$ cat src/rtl/bcd_pkg.sv
// Shared BCD constants, digit type and validity helper for the N-digit up/down counter.
package bcd_pkg;

  localparam int DIGIT_W = 4;

  typedef logic [DIGIT_W-1:0] bcd_digit_t;

  localparam bcd_digit_t BCD_MAX = 4'd9;
  localparam bcd_digit_t BCD_MIN = 4'd0;

  function automatic logic is_bcd(input bcd_digit_t d);
    return (d <= BCD_MAX);
  endfunction

endpackage

$ cat src/rtl/bcd_digit_cell.sv
// One BCD digit: parallel load with non-BCD scrubbing, up/down step with wrap,
// and a per-digit terminal flag (9 counting up, 0 counting down).
module bcd_digit_cell
  import bcd_pkg::*;
(
  input  logic       clk,
  input  logic       rstn,
  input  logic       en,
  input  logic       mode,
  input  logic       load,
  input  bcd_digit_t d,
  output bcd_digit_t q,
  output logic       tc
);

  always_ff @(posedge clk or negedge rstn) begin
    if (!rstn) begin
      q <= BCD_MIN;
    end else if (load) begin
      q <= is_bcd(d) ? d : BCD_MIN;
    end else if (en) begin
      if (mode) begin
        q <= (q == BCD_MIN) ? BCD_MAX : q - 4'd1;
      end else begin
        q <= (q == BCD_MAX) ? BCD_MIN : q + 4'd1;
      end
    end
  end

  assign tc = mode ? (q == BCD_MIN) : (q == BCD_MAX);

endmodule

$ cat src/rtl/bcd_ndigit_updown_counter.sv
// Cascadable NDIGIT-digit BCD up/down counter with synchronous load and load_err flag.
// Define BCD_SATURATE_EN to hold at 9..9 / 0..0 instead of wrapping.
module bcd_ndigit_updown_counter
  import bcd_pkg::*;
#(
  parameter int NDIGIT = 4
) (
  input  logic                  clk,
  input  logic                  rstn,
  input  logic                  count,
  input  logic                  mode,
  input  logic                  load,
  input  logic [4*NDIGIT-1:0]   din,
  output logic [4*NDIGIT-1:0]   Q,
  output logic                  TC,
  output logic                  load_err
);

  logic [NDIGIT-1:0] digit_tc;
  logic [NDIGIT:0]   chain;
  logic [NDIGIT-1:0] digit_en;
  logic              any_bad;

  // chain[k] is count qualified by every lower digit sitting at its terminal value
  always_comb begin
    chain[0] = count;
    for (int k = 0; k < NDIGIT; k++) begin
      chain[k+1] = chain[k] & digit_tc[k];
    end
  end

`ifdef BCD_SATURATE_EN
  logic at_limit;
  assign at_limit = &digit_tc;
  always_comb begin
    for (int k = 0; k < NDIGIT; k++) begin
      digit_en[k] = chain[k] & ~at_limit;
    end
  end
`else
  assign digit_en = chain[NDIGIT-1:0];
`endif

  genvar g;
  generate
    for (g = 0; g < NDIGIT; g++) begin : g_digit
      bcd_digit_cell u_cell (
        .clk  (clk),
        .rstn (rstn),
        .en   (digit_en[g]),
        .mode (mode),
        .load (load),
        .d    (din[4*g +: 4]),
        .q    (Q[4*g +: 4]),
        .tc   (digit_tc[g])
      );
    end
  endgenerate

  assign TC = chain[NDIGIT];

  always_comb begin
    any_bad = 1'b0;
    for (int k = 0; k < NDIGIT; k++) begin
      if (!is_bcd(din[4*k +: 4])) any_bad = 1'b1;
    end
  end

  always_ff @(posedge clk or negedge rstn) begin
    if (!rstn) begin
      load_err <= 1'b0;
    end else begin
      load_err <= load & any_bad;
    end
  end

endmodule

$ cat config.mk
export PLATFORM = sky130hd
export DESIGN_NAME = bcd_ndigit_updown_counter
export DESIGN_NICKNAME = d
export VERILOG_FILES = /design/src/rtl/bcd_pkg.sv /design/src/rtl/bcd_digit_cell.sv /design/src/rtl/bcd_ndigit_updown_counter.sv
export SDC_FILE = /design/constraint.sdc
export NUM_CORES = 1
export LEC_CHECK = 0
export CAP_MARGIN = 5
export CORE_MARGIN = 2
export CORE_UTILIZATION = 50
export DETAILED_ROUTE_END_ITERATION = 10
export GPL_TIMING_DRIVEN = 0
export PLACE_DENSITY = 0.89
export SLEW_MARGIN = 15
export SYNTH_ARGS = -nofsm -noshare
export SYNTH_HDL_FRONTEND = slang
export SYNTH_HIERARCHICAL = 1
export SYNTH_SLANG_ARGS = --single-unit
$ cat constraint.sdc
create_clock -name clk -period 4.13 [get_ports clk]
set_clock_uncertainty 0.15 [all_clocks]
set_input_delay 0.826 -clock clk [delete_from_list [all_inputs] [get_ports clk]]
set_output_delay 0.826 -clock clk [all_outputs]
set_load 0.05 [all_outputs]
Yosys cells after proc, flatten, opt, wreduce, memory -nomap -nowiden
Cells that the tools add are included.
- bits in registers: 17
- input bits: 21
- output and inout bits: 18
- logic and storage cells: 66
- add/subtract/negate cells: 8
- magnitude comparators: 4
- mux-type cells: 32
- bitwise gates (word level): 5
- reductions and logical operators: 8
- equal/unequal tests: 4
- operator list (cell ; count):
    $mux W4 ; 24
    $add A4 B1 Y4 const B ; 4
    $eq A4 B4 Y1 const B ; 4
    $le A4 B4 Y1 const B ; 4
    $logic_not A4 Y1 ; 4
    $sub A4 B1 Y4 const B ; 4
    $mux W1 ; 8
    $reduce_bool A2 Y1 ; 4
    $and A1 B1 Y1 ; 5

Depth between registers and ports, before layout
- depth after elaboration: 7
- mapped depth: 8
- gate-level depth less buffers: 8

Modules after synthesis
Netlist, hierarchy kept.
- modules (own cells, without submodules) (module ; area each (sq um) ; cells an instance ; instances ; sequential area each (sq um)):
    bcd_digit_cell ; 389.1 ; 49 ; 4 ; 100.1
    bcd_ndigit_updown_counter ; 87.6 ; 11 ; 1 ; 25.0

Worst setup path after synthesis
No wires, ideal clock.
- kind: input-to-output
- start point: input mode
- end point: output TC
- buffers on the path: 0
- arrival time: 2.028 ns
- cell stages on the path: 5
- path slack: 1.126 ns
- required time: 3.154 ns
- cell sequence: and2b_1 -> a21oi_1 -> nor3_1 -> and4_4 -> and2_1
- cells in the longest elaborated chain, start to end: 5
- elaborated cells between the ends (all ways): 8
- classes of those cells: mux (4); bitwise (4)
- RTL lines (item ; line ; source):
    start, declared ; bcd_ndigit_updown_counter.sv:11 ; input logic mode,
    $mux W1 ; bcd_digit_cell.sv:30 ; assign tc = mode ? (q == BCD_MIN) : (q == BCD_MAX);
    named net digit_tc[0] ; bcd_ndigit_updown_counter.sv:19 ; logic [NDIGIT-1:0] digit_tc;
    $and A1 B1 Y1 (3 in a row) ; bcd_ndigit_updown_counter.sv:28 ; chain[k+1] = chain[k] & digit_tc[k];
    named net chain[3] ; bcd_ndigit_updown_counter.sv:20 ; logic [NDIGIT:0] chain;
    $and A1 B1 Y1 ; bcd_ndigit_updown_counter.sv:28 ;
    end, declared ; bcd_ndigit_updown_counter.sv:15 ; output logic TC,
The timed path passes the listed nets, and every way through them passes these cells.

Final worst setup path
Ends and elaborated chain as after synthesis.

==> key figures <==
Clock tree
  • CTS Buf Count: 3
  • CTS H-Tree Depth: 1
  • Root buffer selected by CTS: clkbuf_4
  • Hold Buf Count CTS: 0
  • Later-pin clock latency in the skew report: 300 ps
  • Max Buffers Root-to-Sink: 2
  • Clock-pin slew of the registers on the worst-case setup and hold paths: 110 ps
  • Number of setup buffers added after CTS: 0
  • TritonCTS clock tree: done
  • Sinks on the clock net: 17

Synthesis
  • Mean instance size in the synthesized netlist: 7.94 um2
  • Post-synth net total: 228
  • Leading area contributor after synthesis: dfrtp_1
  • Fraction of the yosys area taken by sequential cells: 0.259
  • Top post-synthesis cells by area: dfrtp_1, o21ai_0, and2b_1, nand2b_1, nor2_1
  • Yosys synthesis warning count: 6
  • Cell count after synthesis: 207
  • Number of flops mapped to enable cells by yosys: 0
  • Fraction of synthesized cell area taken by the top area cell type: 0.259
  • Cell with the most instances after synthesis: o21ai_0
  • Ys async rst share: 1.00
  • FF+latch count, synth: 17
  • Most numerous cell types in the synthesized netlist: o21ai_0, nor2_1, dfrtp_1
  • Post-synthesis instance area: 1640 um2
  • Prevailing post-synth register cell: dfrtp_1
  • Count of different cell masters after synthesis: 30

Cells and area
  • # nets final: 271
  • Share of cells above drive strength 1: 0.104
  • FF/Latch Area: 425 um2
  • Antenna diode count: 0
  • Area added between synthesis and finish: 27.9%
  • Multi-input gate area: 1120 um2
  • Total of fill cells in the finished design: 288

Timing
  • Max frequency: 0.266 GHz
  • RSZ-0062 raised after global routing: false
  • Headroom to the max-slew limit: 0.436
  • Smallest hold slack: 552 ps
  • Final Hold Fails: 0
  • Minimum period implied by the final worst setup slack: 3760 ps
  • Worst Max-Slew Pin Slew: 843 ps
  • Final count of pins violating max slew: 0
  • Setup Viol. Count Final: 0
  • Fin crit share: 0.909

Drt
  • Post-detailed-route via-to-cell ratio: 5.62
  • Highest layer used for signal routing: met4
  • Final Routed Wirelength: 3.91 mm
  • DRC violation count after routing: 0
  • Routed length per placed instance: 13.3 um
  • Number of vias after detailed routing: 1646
  • Routed wire length on met3: 179 um
  • Drt first pass iters: 4
  • Number of DRC markers in iteration 0: 65
  • Met2 layer wire length in the routed design: 1.79 mm
  • Number of nets with antenna violations after detailed routing: 0
  • Post-route met1 wirelength: 1.91 mm

Hold path
  • Instance count along the most critical hold path: 2
  • Class of the tightest hold or removal check: reg2reg
  • Endpoint, Worst Hold: g_digit[1].u_cell/q[2]
  • Hold_sp: g_digit[1].u_cell/q[0]

Global routing
  • First-pass GRT wire length: 6.71 mm
  • GR Util All Layers: 0.233
  • Number of antenna violations at the first check in global routing: 0
  • Via count of the first global-routing pass: 1485
  • Global route total overflow: 0
  • Largest net degree at the start of global routing: 33

Setup path
  • Req. time, crit path: 3150 ps
  • End of the worst register-to-register path: g_digit[1].u_cell/q[1]
  • CP Capture Type: output pin
  • Cell count of the worst reg-to-reg path: 8
  • Slowest CP cell: clkdlybuf4s15_2
  • Stage delay of the slowest cell on the critical path: 480 ps
  • Startpoint Class: input port
  • RR Startpoint: g_digit[0].u_cell/q[0]
  • Cell class contributing the biggest share of worst-path delay: simple AND/OR/NAND/NOR gates
  • Worst path cell trace: clkdlybuf4s15_2 -> and2b_1 -> a21oi_1 -> nor3_1 -> and4_4 -> and2_1 -> clkbuf_2
  • Arrival time reported for the critical path endpoint: 2780 ps
  • Largest fanout on the critical path: 32
  • Worst path buffer plus inverter count: 2
  • Category of the critical setup timing path: in2out
  • Setup slack, reg-to-reg: 1920 ps

Power
  • VDD IR-drop max: 0.188 mV
  • Total power draw: 0.000560 W
  • Leakage power: 0.826 nW
  • Power per standard cell area: 267 nW/um2

Floorplanning
  • Initial Utilization: 0.530
  • Area of the core: 3100 um2
  • DIE WIDTH: 61.3 um
  • Die height: 61.3 um
  • Site Rows: 20
  • Top Ports: 39
  • Die Footprint: 3760 um2

Place
  • HPWL after detailed placement: 2.82 mm
  • Number of buffer cells added on primary ports: 38
  • Routability congestion estimate: 0.846

Status
  • Run status: complete, no violations

Run
  • Max-capacitance violation count: 0
[cells by family (layout without fill, tap and decap cells)]
family | after synthesis | in the layout | synth area share
buffers and inverters | 21 | 63 | 0.0601
AO/OA/AOI/OAI | 73 | 73 | 0.291
multiplexers | 4 | 4 | 0.0244
AND/OR/NAND/NOR | 88 | 88 | 0.344
flip-flops | 17 | 17 | 0.259
XOR/XNOR | 4 | 4 | 0.0213
[report_power, final]
part | switching, W | internal (W) | leakage (nW) | total (W)
combinational | 0.000153 | 0.000111 | 0.600 | 0.000264
sequential | 0.0000176 | 0.000182 | 0.211 | 0.000200
clock | 0.0000589 | 0.0000376 | 0.0150 | 0.0000965
total | 0.000230 | 0.000330 | 0.826 | 0.000560
[state kept, by name, indices dropped and copies added, names as in the netlist]
signal,count
load_err,1
g_digit.u_cell/q,16
[worst max-delay path by stage]
stage          from  to  slack [ps]  cells after the start
2_1_floorplan  mode  TC        1130                      5
3_3_place_gp   mode  TC        -730                      7
3_5_place_dp   mode  TC        -800                      7
4_1_cts        mode  TC         130                      7
5_1_grt        mode  TC         200                      7
6_report       mode  TC         370                      7
[metal layers]
metal  GRT usage  vias up
met2       0.377       45
met3      0.0231        4
met5           0        -
met1       0.338      745
li1            -      852
met4      0.0517        0
[worst min-delay path, cell delays in order (launching register included)]
cell,delay (ps)
dfrtp_1,500
o21ai_0,120
a21oi_1,70
[placed cells by master, fill, tap and decap left out, drive strengths merged]
cell type	count
and3	1
a41oi	1
clkdlybuf4s50	36
nor3b	4
a21boi	4
and2b	12
a221oi	8
nand2b	16
buf	8
nor2	20
or4	4
dfrtp	17
and4bb	4
a41o	4
o31ai	8
o2bb2ai	4
o21ai	32
clkbuf	13
nor2b	4
a21oi	12
and4	1
nand3	8
nor3	8
xnor2	4
inv	5
clkdlybuf4s15	1
mux2i	4
and2	6
[through the flow]
stage               setup WS (ps)  std cells  setup TNS, ps  utilization  instance area [um2]
CTS                           133        293              0        0.679                 2110
finish                        375        293              0        0.677                 2100
global placement             -726        289           -726        0.670                 2080
detailed placement           -797        289           -797        0.670                 2080
floorplan                    1130        207              0            -                 1640
global route                  198        293              0        0.677                 2100
[final cells by class]
| class | instances | share of cell area |
|---|---|---|
| plain buffers | 16 | 0.0381 |
| multi-input cells | 169 | 0.533 |
| inverters | 5 | 0.00893 |
| well taps | 44 | 0.0262 |
| flip-flops and latches | 17 | 0.202 |
| clock buffers | 4 | 0.0125 |
| repair buffers | 38 | 0.179 |
[what timing repair did]
action | CTS | global route
resized for setup | 4 | 2
setup endpoints to repair | 1 | 1
pin swaps | 0 | 0
Note: power is estimated with default switching activity, not from simulation.
